<file path="src/rtl/mac_dot_acc_pkg.sv">
// mac_pkg: default widths, derived width constants and clamp helpers shared by
// the multiply-accumulate unit and its lane reduction sub-module.
// No ports; imported with import mac_pkg::*.
package mac_pkg;

  localparam int DEF_BW      = 4;
  localparam int DEF_LANES   = 4;
  localparam int DEF_PSUM_BW = 16;

  // A lane product of an unsigned BW-bit and a signed BW-bit value fits 2*BW+1 bits;
  // summing LANES of them needs clog2(LANES) extra bits so the dot product is exact.
  localparam int DEF_PROD_BW = 2 * DEF_BW + 1;
  localparam int DEF_DOT_BW  = DEF_PROD_BW + $clog2(DEF_LANES);

  localparam longint DEF_PSUM_MAX = (longint'(1) <<< (DEF_PSUM_BW - 1)) - 1;
  localparam longint DEF_PSUM_MIN = -DEF_PSUM_MAX - 1;

  // Largest value representable in a signed psumBw-bit accumulator.
  function automatic longint psumMax(input int psumBw);
    return (longint'(1) <<< (psumBw - 1)) - 1;
  endfunction

  // Smallest value representable in a signed psumBw-bit accumulator.
  function automatic longint psumMin(input int psumBw);
    return -psumMax(psumBw) - 1;
  endfunction

  // Clamp a wide signed value to the nearest bound of the signed psumBw-bit range.
  function automatic longint clampPsum(input longint v, input int psumBw);
    longint r;
    r = v;
    if (v > psumMax(psumBw)) r = psumMax(psumBw);
    if (v < psumMin(psumBw)) r = psumMin(psumBw);
    return r;
  endfunction

endpackage

</file>
<file path="src/rtl/mac_dot_acc_if.sv">
// mac_dot_acc_if: beat input and group-result output bundle of the MAC unit.
//   in_valid/in_last/a/b : feed -> MAC (beat, end-of-group marker, lane operands)
//   out/out_valid/out_ovf : MAC -> writeback (signed group result, pulse, overflow flag)
// master = feed/writeback side, slave = the MAC itself.
interface mac_dot_acc_if #(
  parameter int BW      = 4,
  parameter int LANES   = 4,
  parameter int PSUM_BW = 16
);
  logic                      in_valid;
  logic                      in_last;
  logic [LANES*BW-1:0]       a;
  logic [LANES*BW-1:0]       b;
  logic signed [PSUM_BW-1:0] out;
  logic                      out_valid;
  logic                      out_ovf;

  modport master (
    output in_valid, in_last, a, b,
    input  out, out_valid, out_ovf
  );

  modport slave (
    input  in_valid, in_last, a, b,
    output out, out_valid, out_ovf
  );
endinterface

</file>
<file path="src/rtl/mac_dot_acc_lanes.sv">
// mac_dot_lanes: combinational LANES-way multiply and adder tree.
//   a_i   : LANES unsigned BW-bit activations, lane i at a_i[i*BW +: BW]
//   b_i   : LANES signed BW-bit weights, lane i at b_i[i*BW +: BW]
//   dot_o : exact signed sum of the lane products, DOT_BW bits
module mac_dot_lanes import mac_pkg::*; #(
  parameter int BW     = DEF_BW,
  parameter int LANES  = DEF_LANES,
  parameter int DOT_BW = 2 * BW + 1 + $clog2(LANES)
) (
  input  logic [LANES*BW-1:0]      a_i,
  input  logic [LANES*BW-1:0]      b_i,
  output logic signed [DOT_BW-1:0] dot_o
);

  localparam int PROD_BW = 2 * BW + 1;

  logic signed [PROD_BW-1:0] aExt;
  logic signed [PROD_BW-1:0] bExt;
  logic signed [PROD_BW-1:0] prod;

  // Each activation gets a zero sign bit so it multiplies as a non-negative signed
  // value; both operands are widened to the product width first so the multiply
  // is exact, then each product is sign-extended into the running dot sum.
  always_comb begin
    aExt  = '0;
    bExt  = '0;
    prod  = '0;
    dot_o = '0;
    for (int i = 0; i < LANES; i++) begin
      aExt  = PROD_BW'($signed({1'b0, a_i[i*BW +: BW]}));
      bExt  = PROD_BW'($signed(b_i[i*BW +: BW]));
      prod  = aExt * bExt;
      dot_o = dot_o + DOT_BW'(prod);
    end
  end

endmodule

</file>
<file path="src/rtl/mac_dot_acc.sv">
// mac_dot_acc: pipelined multi-lane multiply-accumulate producing one psum per group.
//   clk   : rising-edge clock
//   reset : synchronous, active-high
//   bus   : slave side of mac_dot_acc_if (beat in, group result out)
// Stage 1 registers the lane dot product; stage 2 accumulates it over a group of
// beats and emits the result with an overflow flag when the group's last beat lands.
module mac_dot_acc import mac_pkg::*; #(
  parameter int BW      = DEF_BW,
  parameter int LANES   = DEF_LANES,
  parameter int PSUM_BW = DEF_PSUM_BW,
  parameter int SAT     = 0
) (
  input logic         clk,
  input logic         reset,
  mac_dot_acc_if.slave bus
);

  localparam int PROD_BW = 2 * BW + 1;
  localparam int DOT_BW  = PROD_BW + $clog2(LANES);
  // One bit wider than either addend so base + dot can never wrap before the range check.
  localparam int FULL_BW = ((PSUM_BW > DOT_BW) ? PSUM_BW : DOT_BW) + 1;

  logic signed [DOT_BW-1:0]  dot;
  logic signed [DOT_BW-1:0]  dot_q;
  logic                      v1_q;
  logic                      l1_q;
  logic signed [PSUM_BW-1:0] acc_q,       acc_d;
  logic                      start_q,     start_d;
  logic                      sticky_q,    sticky_d;
  logic signed [PSUM_BW-1:0] out_q,       out_d;
  logic                      outValid_q,  outValid_d;
  logic                      outOvf_q,    outOvf_d;

  logic signed [FULL_BW-1:0] base;
  logic signed [FULL_BW-1:0] full;
  longint                    fullL;
  logic                      ovfNow;
  logic signed [PSUM_BW-1:0] result;

  mac_dot_lanes #(
    .BW    (BW),
    .LANES (LANES),
    .DOT_BW(DOT_BW)
  ) uLanes (
    .a_i  (bus.a),
    .b_i  (bus.b),
    .dot_o(dot)
  );

  // Stage 2 arithmetic: the first beat of a group starts from zero instead of the
  // stale accumulator, the sum is formed wide, then checked against the psum range
  // and either clamped or truncated depending on SAT.
  always_comb begin
    base   = start_q ? '0 : FULL_BW'(acc_q);
    full   = base + FULL_BW'(dot_q);
    fullL  = longint'(full);
    ovfNow = (fullL > psumMax(PSUM_BW)) || (fullL < psumMin(PSUM_BW));
    if (SAT != 0) result = PSUM_BW'(clampPsum(fullL, PSUM_BW));
    else          result = full[PSUM_BW-1:0];
  end

  // Stage 2 next state: a last beat publishes the result and re-arms the group
  // start; any other beat folds into the accumulator. Bubbles leave everything
  // alone except the output pulse, which drops.
  always_comb begin
    acc_d      = acc_q;
    start_d    = start_q;
    sticky_d   = sticky_q;
    out_d      = out_q;
    outOvf_d   = outOvf_q;
    outValid_d = 1'b0;
    if (v1_q) begin
      if (l1_q) begin
        out_d      = result;
        outOvf_d   = sticky_q | ovfNow;
        outValid_d = 1'b1;
        start_d    = 1'b1;
        sticky_d   = 1'b0;
      end else begin
        acc_d    = result;
        start_d  = 1'b0;
        sticky_d = sticky_q | ovfNow;
      end
    end
  end

  // Pipeline registers. Reset wipes the in-flight beat and partial group so a
  // group interrupted by reset never produces a result.
  always_ff @(posedge clk) begin
    if (reset) begin
      dot_q      <= '0;
      v1_q       <= 1'b0;
      l1_q       <= 1'b0;
      acc_q      <= '0;
      start_q    <= 1'b1;
      sticky_q   <= 1'b0;
      out_q      <= '0;
      outValid_q <= 1'b0;
      outOvf_q   <= 1'b0;
    end else begin
      dot_q      <= dot;
      v1_q       <= bus.in_valid;
      l1_q       <= bus.in_valid & bus.in_last;
      acc_q      <= acc_d;
      start_q    <= start_d;
      sticky_q   <= sticky_d;
      out_q      <= out_d;
      outValid_q <= outValid_d;
      outOvf_q   <= outOvf_d;
    end
  end

  assign bus.out       = out_q;
  assign bus.out_valid = outValid_q;
  assign bus.out_ovf   = outOvf_q;

endmodule
</file>
<file path="src/flat_wrapper.sv">
// flat-port wrapper written by rule: the top's interface ports become plain ports
module mac_dot_acc_flat import mac_pkg::*;
#(
  parameter int BW      = DEF_BW,
  parameter int LANES   = DEF_LANES,
  parameter int PSUM_BW = DEF_PSUM_BW,
  parameter int SAT     = 0
)
  (clk, reset, bus_in_valid, bus_in_last, bus_a, bus_b, bus_out, bus_out_valid, bus_out_ovf);
  mac_dot_acc_if #(.BW(BW), .LANES(LANES), .PSUM_BW(PSUM_BW)) bus_i ();
  input logic clk;
  input logic reset;
  input wire logic [$bits(bus_i.in_valid)-1:0] bus_in_valid;
  input wire logic [$bits(bus_i.in_last)-1:0] bus_in_last;
  input wire logic [$bits(bus_i.a)-1:0] bus_a;
  input wire logic [$bits(bus_i.b)-1:0] bus_b;
  output wire logic [$bits(bus_i.out)-1:0] bus_out;
  output wire logic [$bits(bus_i.out_valid)-1:0] bus_out_valid;
  output wire logic [$bits(bus_i.out_ovf)-1:0] bus_out_ovf;
  assign bus_i.in_valid = bus_in_valid;
  assign bus_i.in_last = bus_in_last;
  assign bus_i.a = bus_a;
  assign bus_i.b = bus_b;
  assign bus_out = bus_i.out;
  assign bus_out_valid = bus_i.out_valid;
  assign bus_out_ovf = bus_i.out_ovf;
  mac_dot_acc #(.BW(BW), .LANES(LANES), .PSUM_BW(PSUM_BW), .SAT(SAT)) u_core (.clk(clk), .reset(reset), .bus(bus_i));
endmodule
</file>
<file path="config.mk">
export PLATFORM = sky130hd
export DESIGN_NAME = mac_dot_acc_flat
export DESIGN_NICKNAME = d
export VERILOG_FILES = /design/src/rtl/mac_dot_acc_pkg.sv /design/src/rtl/mac_dot_acc_if.sv /design/src/rtl/mac_dot_acc_lanes.sv /design/src/rtl/mac_dot_acc.sv /design/src/flat_wrapper.sv
export SDC_FILE = /design/constraint.sdc
export NUM_CORES = 1
export LEC_CHECK = 0
export ABC_AREA = 1
export CORE_MARGIN = 2
export CORE_UTILIZATION = 45
export CTS_CLUSTER_DIAMETER = 40
export DETAILED_ROUTE_END_ITERATION = 16
export GPL_ROUTABILITY_DRIVEN = 0
export GPL_TIMING_DRIVEN = 1
export PLACE_DENSITY = 0.68
export RECOVER_POWER = 100
export SYNTH_ARGS = -nofsm -noshare
export SYNTH_HDL_FRONTEND = slang
export SYNTH_SLANG_ARGS = --single-unit
</file>
<file path="constraint.sdc">
create_clock -name clk -period 5.7 [get_ports clk]
set_input_delay 1.14 -clock clk [delete_from_list [all_inputs] [get_ports clk]]
set_output_delay 1.14 -clock clk [all_outputs]
set_load 0.03 [all_outputs]
</file>
==> qor.yml, run 1 <==
dr.pass1.iters: 4
final_hold_viol_count: 0
crit-reg2reg-launch: "u_core.start_q$_SDFFE_PP1P_"
io_buffers: 53
layout-drive-gt1-share_pct: 15.92
worst_pin_slew_ns: 0.7631
vdd_ir_drop_max_mv: 0.5044
worst_slack_ns: 0.1074
grt_max_degree: 22
criticalPathCategory: "in2reg"
cp_slowest_cell: "fa_2"
grt.overflow.total: 0
yosysTopAreaCell: "fa_1"
initial_core_util_pct: 45.81
coreArea_um2: 11960
slowest_delay_ns: 0.55
final_util_pct: 56.63
clock-sinks: 49
fin_nets: 983
grt_pass1_vias: 4867
clkLatencyLatePin_ns: 0.29
yosys_warnings: 0
placed_cell_area_um2: 6554
dp_slack_ns: -0.6855
syn_inst: 718
p_total_mw: 3.844
die-area_um2: 13070
fillerInstances: 1096
cts_root_buf: "clkbuf_16"
clock_path_buffers: 2
cp-start-kind: "input port"
wl_per_cell_um: 13.01
drc: 0
r2r_cells: 16
vias_per_cell: 4.789
synth_top_area_share_pct: 22.29
crit_path_end: "u_core.dot_q[10]$_SDFF_PP0_"
cp-startpoint: "bus_a[5]"
status: "finished, final reports clean"
path_clk_slew_ns: 0.06
top_level_ports: 54
path_max_fanout: 4
die_h_um: 114.3
report.final.slew_viol_count: 0
post-route-min-period_ns: 5.593
cp.arrival_ns: 5.81
layout.cells.most_common: "inv_1"
required_ns: 5.91
htreeDepth: 2
antenna_found_initial: 0
end_kind: "register"
finClkSkew_ns: 0.007947
synth-seq-cells: 49
area_delta_synth_final_pct: 23.64
p_leak_nw: 3.876
crit_chain: "dlygate4sd2_1, or2_2, fa_1, inv_2, fa_1, fa_2, fa_2, fa_1, inv_1, fa_1, inv_1, ha_4, nand2_2, nor3_4, nand3_1, o2111ai_1, o21ai_1, a21oi_1"
setup_viol: 0
layout_common_cells: "183 x inv_1, 133 x nand2_1, 60 x ha_1"
dp_hpwl_um: 10520
hold_buffers: 0
final_area_um2: 6774
fmax_mhz: 178.8
ant_nets: 0
vias: 4645
rsz0062_at_grt: "true"
power.density_nw_per_um2: 567.5
slew_headroom_pct: 49.12
cts_made_buffers: 5
syn-cell-area_um2: 5479
die_x_um: 114.3
syn_nets: 879
postSynthAreaPerCell_um2: 7.631
cts_tree: "yes"
r2r_slack_ns: 3.03
row_count: 40
grtUsageTotal_pct: 20.46
routed_wl_um: 12620
drtIter0Drc: 128
synthDistinctLibCells: 36
yosysSeqAreaShare_pct: 17.90
min_path_type: "reg2reg"
antenna_cells: 0
netlist_top_cells_area: "fa_1 22%, dfxtp_1 18%, ha_1 15%, inv_1 13%, nand2_1 9.4%"
grt_pass1_wl_um: 21580
cap_violations: 0
r2r_end: "u_core.acc_q[14]$_SDFFE_PP0P_"
cp_common_cell: "fa_1"
period_share_pct: 98.12
==> logic make-up after synthesis <==
family                   share of synthesized area (%)
AND/OR/NAND/NOR                                  17.06
adder cells (fa/ha/maj)                          36.90
flip-flops                                       17.90
buffers and inverters                            14.64
XOR/XNOR                                         3.517
AO/OA/AOI/OAI                                    9.980
==> sequential cells by signal (all words and copies together) (netlist names) <==
name                  count
u_core.start_q            1
u_core.acc_q             16
u_core.bus.out_valid      1
u_core.l1_q               1
u_core.bus.out           16
u_core.bus.out_ovf        1
u_core.v1_q               1
u_core.dot_q             11
u_core.sticky_q           1
==> through the flow <==
stage               std cells  hold slack [ns]  setup TNS (ns)
detailed placement        961           0.4385          -4.584
global route              970           0.4680         -0.2608
global placement          961           0.4393          -3.928
CTS                       969           0.4541               0
floorplan                 718           0.4300               0
finish                    970           0.4469               0
==> per-layer routing <==
metal	wire, um	GRT usage [%]	vias up
met4	166	3.415	0
met5	0	0	-
li1	-	-	2354
met3	433	2.647	15
met2	6238	36.19	64
met1	5776	27.28	2212
==> critical path: cells and delay by family <==
family          cells  cell delay (ns)
fa+ha+maj           7             3.17
simple gates        4             0.70
compound gates      3             0.35
buf+inv             4             0.43
==> area by class of cell <==
class / instances / area, um2 / area share [%]
Inverter: 198 / 743.2 / 10.97
Multi-Input combinational cell: 462 / 3831 / 56.56
Clock buffer: 7 / 152.6 / 2.253
Timing Repair Buffer: 106 / 877.1 / 12.95
Clock inverter: 1 / 5.005 / 0.07388
Tap cell: 147 / 183.9 / 2.715
Sequential cell: 49 / 980.9 / 14.48
==> cell usage after synthesis <==
| cell | count |
|---|---|
| a31oi_1 | 3 |
| inv_2 | 1 |
| nor3_4 | 1 |
| o21ai_0 | 33 |
| nand2_2 | 6 |
| a21oi_4 | 1 |
| xnor2_1 | 10 |
| buf_6 | 2 |
| a22o_1 | 4 |
| nand4_1 | 1 |
| clkbuf_1 | 6 |
| o22ai_1 | 1 |
| or2_0 | 2 |
| nand2_4 | 1 |
| o21bai_2 | 1 |
| and2_2 | 1 |
| a21oi_1 | 33 |
| nand2_1 | 137 |
| fa_1 | 61 |
| nand3_1 | 12 |
| nor2_1 | 47 |
| xor2_1 | 12 |
| clkbuf_8 | 1 |
| dfxtp_1 | 49 |
| a21oi_2 | 3 |
| nand3_2 | 2 |
| o211ai_1 | 7 |
| o21bai_1 | 1 |
| o2111ai_1 | 2 |
| or2_2 | 6 |
| o21ai_1 | 2 |
| ha_1 | 64 |
| nor3_1 | 2 |
| inv_1 | 197 |
| and2_1 | 4 |
| a21o_1 | 2 |
==> repair_timing <==
item,CTS,global route
hold endpoints to repair,0,0
setup buffers,0,1
setup endpoints to repair,8,5
pin swaps,35,36
gates resized for setup,42,78
==> report_power, final <==
part / internal [mW] / switching (mW) / leakage [nW]
combinational: 1.47 / 1.64 / 3.39
sequential: 0.403 / 0.0284 / 0.402
clock: 0.186 / 0.123 / 0.0799
total: 2.06 / 1.79 / 3.88
==> worst min path at each step <==
stage | startpoint | endpoint | slack, ns | cells past startpoint
finish | u_core.bus.out_ovf$_SDFFE_PP0P_ | u_core.bus.out_ovf$_SDFFE_PP0P_ | 0.45 | 2
global route | u_core.bus.out_ovf$_SDFFE_PP0P_ | u_core.bus.out_ovf$_SDFFE_PP0P_ | 0.47 | 2
global placement | u_core.acc_q[0]$_SDFFE_PP0P_ | u_core.acc_q[0]$_SDFFE_PP0P_ | 0.44 | 2
detailed placement | u_core.bus.out_ovf$_SDFFE_PP0P_ | u_core.bus.out_ovf$_SDFFE_PP0P_ | 0.44 | 2
CTS | u_core.bus.out_ovf$_SDFFE_PP0P_ | u_core.bus.out_ovf$_SDFFE_PP0P_ | 0.45 | 2
floorplan | u_core.acc_q[0]$_SDFFE_PP0P_ | u_core.acc_q[0]$_SDFFE_PP0P_ | 0.43 | 2
Note: power is estimated with default switching activity, not from simulation.
==> run 2, diff against run 1 <==
Settings changed: ABC_CLOCK_PERIOD_IN_PS from default to 5700, CORE_MARGIN 2 to default.
==> run 2 against run 1 <==
  * Sequential share of layout area down 0.17 points
  * Die area is 3.5% lower
  * Largest cell class unchanged
  * Register-to-register slack got worse by 0.03 ns
  * Clock-buffer cell count decreased by 2
  * Power increased by 3.5%
  * Non-clock buffer count grew 4
  * Worst hold slack gained 0.0023 ns
  * Critical path depth fell by 2
  * The run now ends with design-rule violations left
  * Maximum frequency hardly changed
==> qor.yml, run 2 (synthesis gave the netlist of run 1 again) <==
clkLatencyLatePin_ns: 0.29
p_leak_nw: 3.912
dr.pass1.iters: 10
initial_core_util_pct: 46.98
worst_pin_slew_ns: 0.8013
grt_util_met3_pct: 3.240
criticalPathCategory: "in2reg"
cp_common_cell: "fa_1"
required_ns: 5.91
path_max_fanout: 4
cts_root_buf: "clkbuf_16"
area_delta_synth_final_pct: 25.14
vdd_ir_drop_max_mv: 0.6230
clock-sinks: 49
status: "complete, but fails checks"
htreeDepth: 2
coreArea_um2: 11660
violations: "design-rule violations"
setup_viol: 0
row_count: 39
post-route-min-period_ns: 5.592
grt.overflow.total: 0
cts_made_buffers: 5
top_level_ports: 54
finClkSkew_ns: 0.008409
antenna_found_initial: 0
cp-start-kind: "input port"
cp_slowest_cell: "fa_1"
routed_wl_um: 12900
report.final.slew_viol_count: 0
grt_pass1_wl_um: 22070
slowest_delay_ns: 0.57
final_hold_viol_count: 0
placed_cells: 959
cap_violations: 0
fin_nets: 987
vias: 4678
worst_slack_ns: 0.1080
die-area_um2: 12620
dp_slack_ns: -0.7327
drc: 2
p_total_mw: 3.980
die_x_um: 112.3
cp.arrival_ns: 5.81
ant_nets: 0
vias_per_cell: 4.823
power.density_nw_per_um2: 580.4
wl_per_cell_um: 13.30
layout.cells.most_common: "inv_1"
grt_busiest_layer: "met2"
min_path_type: "reg2reg"
io_buffers: 53
clock_path_buffers: 2
dp_hpwl_um: 10460
path_clk_slew_ns: 0.07
die_h_um: 112.3
cts_tree: "yes"
fin_cells: 970
grtUsageTotal_pct: 21.83
antenna_cells: 0
slew_headroom_pct: 46.58
period_share_pct: 98.11
grt_pass1_vias: 4969
grtUsageMet1_pct: 27.89
layout-drive-gt1-share_pct: 16.81
drtIter0Drc: 221
fmax_mhz: 178.8
layout_common_cells: "185 x inv_1, 133 x nand2_1, 58 x ha_1"
grtUsageMet2_pct: 38.55
grt_max_degree: 22
crit_chain: "clkdlybuf4s15_1, or2_4, fa_2, fa_1, fa_1, fa_1, fa_1, inv_1, fa_1, ha_4, nand2_4, nor3_4, nand3_2, o2111ai_2, o21ai_1, a21oi_1"
end_kind: "register"
-- run 2: critical path: cells and delay by family --
kind            cells  cell delay, ns
fa+ha+maj           7            3.35
simple gates        4            0.70
compound gates      3            0.36
buf+inv             2            0.27
-- run 2: repair_timing --
| action | 4_1_cts | 5_1_grt |
|---|---|---|
| endpoints found under the setup margin | 8 | 7 |
| pin swaps | 28 | 50 |
| buffers inserted | 1 | 2 |
| gates cloned | 0 | 0 |
| resized for setup | 38 | 86 |
| hold buffers | 0 | 0 |
-- run 2: layout make-up --
type	count	area [um2]
fill	1029	4806
clock buffer	5	125.1
timing repair buffer	110	922.1
tap	143	178.9
clock inverter	3	22.52
sequential	49	980.9
inverter	198	743.2
multi-input combinational	462	3884
-- run 2: final timing paths --
| path | start | endpoint | slack [ns] | depth (start not counted) |
|---|---|---|---|---|
| worst max-delay path | bus_a[5] | u_core.dot_q[10]$_SDFF_PP0_ | 0.11 | 16 |
| worst min register to register | u_core.bus.out_ovf$_SDFFE_PP0P_ | u_core.bus.out_ovf$_SDFFE_PP0P_ | 0.45 | 2 |
| worst max register to register | u_core.start_q$_SDFFE_PP1P_ | u_core.acc_q[14]$_SDFFE_PP0P_ | 3.00 | 16 |
| worst min-delay path | u_core.bus.out_ovf$_SDFFE_PP0P_ | u_core.bus.out_ovf$_SDFFE_PP0P_ | 0.45 | 2 |
-- run 2: report_power, final --
| group | switching (mW) | internal [mW] | leakage (nW) |
|---|---|---|---|
| Clock | 0.130 | 0.162 | 0.0621 |
| Sequential | 0.0278 | 0.403 | 0.402 |
| Combinational | 1.71 | 1.54 | 3.45 |
-- run 2: per-layer routing --
layer  share of wire [%]  up-vias  routed length (um)
li1                    -     2368                   -
met4                 1.7        0                 214
met3                 4.2       22                 548
met1                  45     2196                5775
met2                  49       92                6365
met5                   0        -                   0
-- run 2: through the flow --
step	hold WS (ns)	cell area (um2)	util, %	TNS (ns)
2_1_floorplan	0.4300	5508	-	0
3_3_place_gp	0.4407	6564	56.28	-3.906
3_5_place_dp	0.4466	6564	56.28	-4.698
4_1_cts	0.4583	6755	57.92	-0.01717
5_1_grt	0.4851	6857	58.79	-0.09256
6_report	0.4492	6857	58.79	0
==> run 3, diff against run 2 <==
Settings changed: CELL_PAD_IN_SITES_DETAIL_PLACEMENT from default to 2, CELL_PAD_IN_SITES_GLOBAL_PLACEMENT from default to 2, CORE_UTILIZATION 45 to 31, PLACE_DENSITY 0.68 to 0.78.
==> run 3 against run 2 <==
  * The flow finishes with violations (negative setup slack)
  * Sequential cell count is the same
  * Routed wire length increased by 48%
  * Clock power rose by 23%
  * Final area increased by 1.9%
  * Clock-buffer cell count grew 1
  * Via count grew 7.4%
  * Utilization is 18 points lower
  * Sequential share of layout area shrank 0.27 points
  * Sequential power rose by 1%
  * Worst hold slack gained 0.0062 ns
  * Worst setup slack worse by 0.17 ns
==> qor.yml, run 3 (synthesis gave the netlist of run 1 again) <==
finClkSkew_ns: 0.004445
grt.overflow.total: 0
crit-reg2reg-launch: "u_core.start_q$_SDFFE_PP1P_"
vias_per_cell: 4.743
final_area_um2: 6989
fmax_mhz: 173.6
cp-startpoint: "bus_a[3]"
rsz0062_at_grt: "true"
violations: "negative setup slack"
post-route-min-period_ns: 5.762
worstHoldStart: "u_core.bus.out_ovf$_SDFFE_PP0P_"
die-area_um2: 18210
drc: 0
clkLatencyLatePin_ns: 0.30
final_hold_viol_count: 0
grt_pass1_wl_um: 30880
required_ns: 5.92
placed_cell_area_um2: 6689
grt_max_degree: 22
wl_per_cell_um: 18.06
grtUsageTotal_pct: 22.21
layout.cells.most_common: "inv_1"
cts_made_buffers: 5
fin_nets: 994
io_buffers: 53
worst_slack_ns: -0.06157
row_count: 48
path_max_fanout: 4
setup_tns_ns: -0.06918
fin_cells: 1059
placed_cells: 1044
dp_hpwl_um: 15310
cp-start-kind: "input port"
antenna_cells: 0
dr.pass1.iters: 4
vdd_ir_drop_max_mv: 0.3655
layout-drive-gt1-share_pct: 19.06
clock-sinks: 49
cts_root_buf: "clkbuf_16"
end_kind: "register"
setup_viol: 2
coreArea_um2: 17300
power.density_nw_per_um2: 642.1
cap_violations: 0
cts_tree: "yes"
top_level_ports: 54
vias: 5023
die_x_um: 134.9
report.final.slew_viol_count: 0
die_h_um: 134.9
drtIter0Drc: 167
min_path_type: "reg2reg"
slew_headroom_pct: 35.88
period_share_pct: 101.1
path_clk_slew_ns: 0.07
layout_common_cells: "178 x inv_1, 132 x nand2_1, 58 x ha_1"
clock_path_buffers: 2
htreeDepth: 2
routed_wl_um: 19120
p_leak_nw: 3.850
criticalPathCategory: "in2reg"
cp.arrival_ns: 5.99
ant_nets: 0
initial_core_util_pct: 31.68
grt_pass1_vias: 5933
area_delta_synth_final_pct: 27.56
antenna_found_initial: 0
status: "complete, but fails checks"
hold_buffers: 0
worst_pin_slew_ns: 0.9618
-- run 3: changes by cell type in the layout (fill, tap and decap cells not counted), moves of 3 or more --
cell	previous run	this run
fa_1	53	57
buf_4	54	57
o21ai_2	0	4
clkdlybuf4s15_2	0	4
o21ai_1	8	4
dlymetal6s2s_1	12	2
inv_2	13	18
fa_2	8	4
nand2_2	8	11
inv_1	185	178
-- run 3: power breakdown --
group | internal (mW) | switching [mW]
Sequential | 0.403 | 0.0337
Clock | 0.219 | 0.139
Combinational | 1.70 | 2.00
-- run 3: worst max-delay path, stage by stage --
cell and delay [ns]:
clkdlybuf4s15_2 0.24, nand2_2 0.08, inv_1 0.06, fa_1 0.55, inv_2 0.04, fa_1 0.46, fa_1 0.56, inv_2 0.05
fa_1 0.50, inv_2 0.05, fa_1 0.46, fa_1 0.54, inv_2 0.05, ha_4 0.31, inv_4 0.05, nor3_4 0.20
a21oi_2 0.10, o21ai_2 0.23, o21ai_2 0.12, a21oi_1 0.18
-- run 3: timing repair --
item,in CTS,in global routing
setup endpoints to repair,8,7
pin swaps,46,41
gates resized for setup,89,62
setup buffers,4,3
-- run 3: layer usage --
metal  track usage [%]  share of wire [%]  up-vias
met5                 0                  0        -
met4             4.744                1.8        0
met1             25.98                 43     2556
met3             2.365                1.7       26
met2             43.04                 54       54
li1                  -                  -     2387
-- run 3: metrics by stage --
| stage | util [%] | hold WS (ns) | setup WS (ns) | power, mW |
|---|---|---|---|---|
| 3_5_place_dp | 38.67 | 0.4495 | -0.8958 | 3.247 |
| 4_1_cts | 40.52 | 0.4679 | 0.0003921 | 4.186 |
| 2_1_floorplan | - | 0.4300 | 0.00002842 | 2.063 |
| 3_3_place_gp | 38.67 | 0.4410 | -0.6595 | 2.998 |
| 5_1_grt | 40.41 | 0.4781 | -0.2344 | 4.862 |
| 6_report | 40.41 | 0.4554 | -0.06157 | 4.488 |
-- run 3: cell type report --
class                      instances  area [um2]
fill                            1991       10310
multi-input combinational        462        3862
sequential                        49       980.9
timing repair buffer             117       939.7
inverter                         198       748.2
tap                              225       281.5
clock buffer                       6       138.9
clock inverter                     2       37.54
-- run 3: final timing paths --
kind	endpoint	slack, ns	cells past startpoint
worst max register to register	u_core.acc_q[14]$_SDFFE_PP0P_	2.77	16
worst min register to register	u_core.bus.out_ovf$_SDFFE_PP0P_	0.46	2
worst min-delay path	u_core.bus.out_ovf$_SDFFE_PP0P_	0.46	2
worst max-delay path	u_core.dot_q[8]$_SDFF_PP0_	-0.06	20
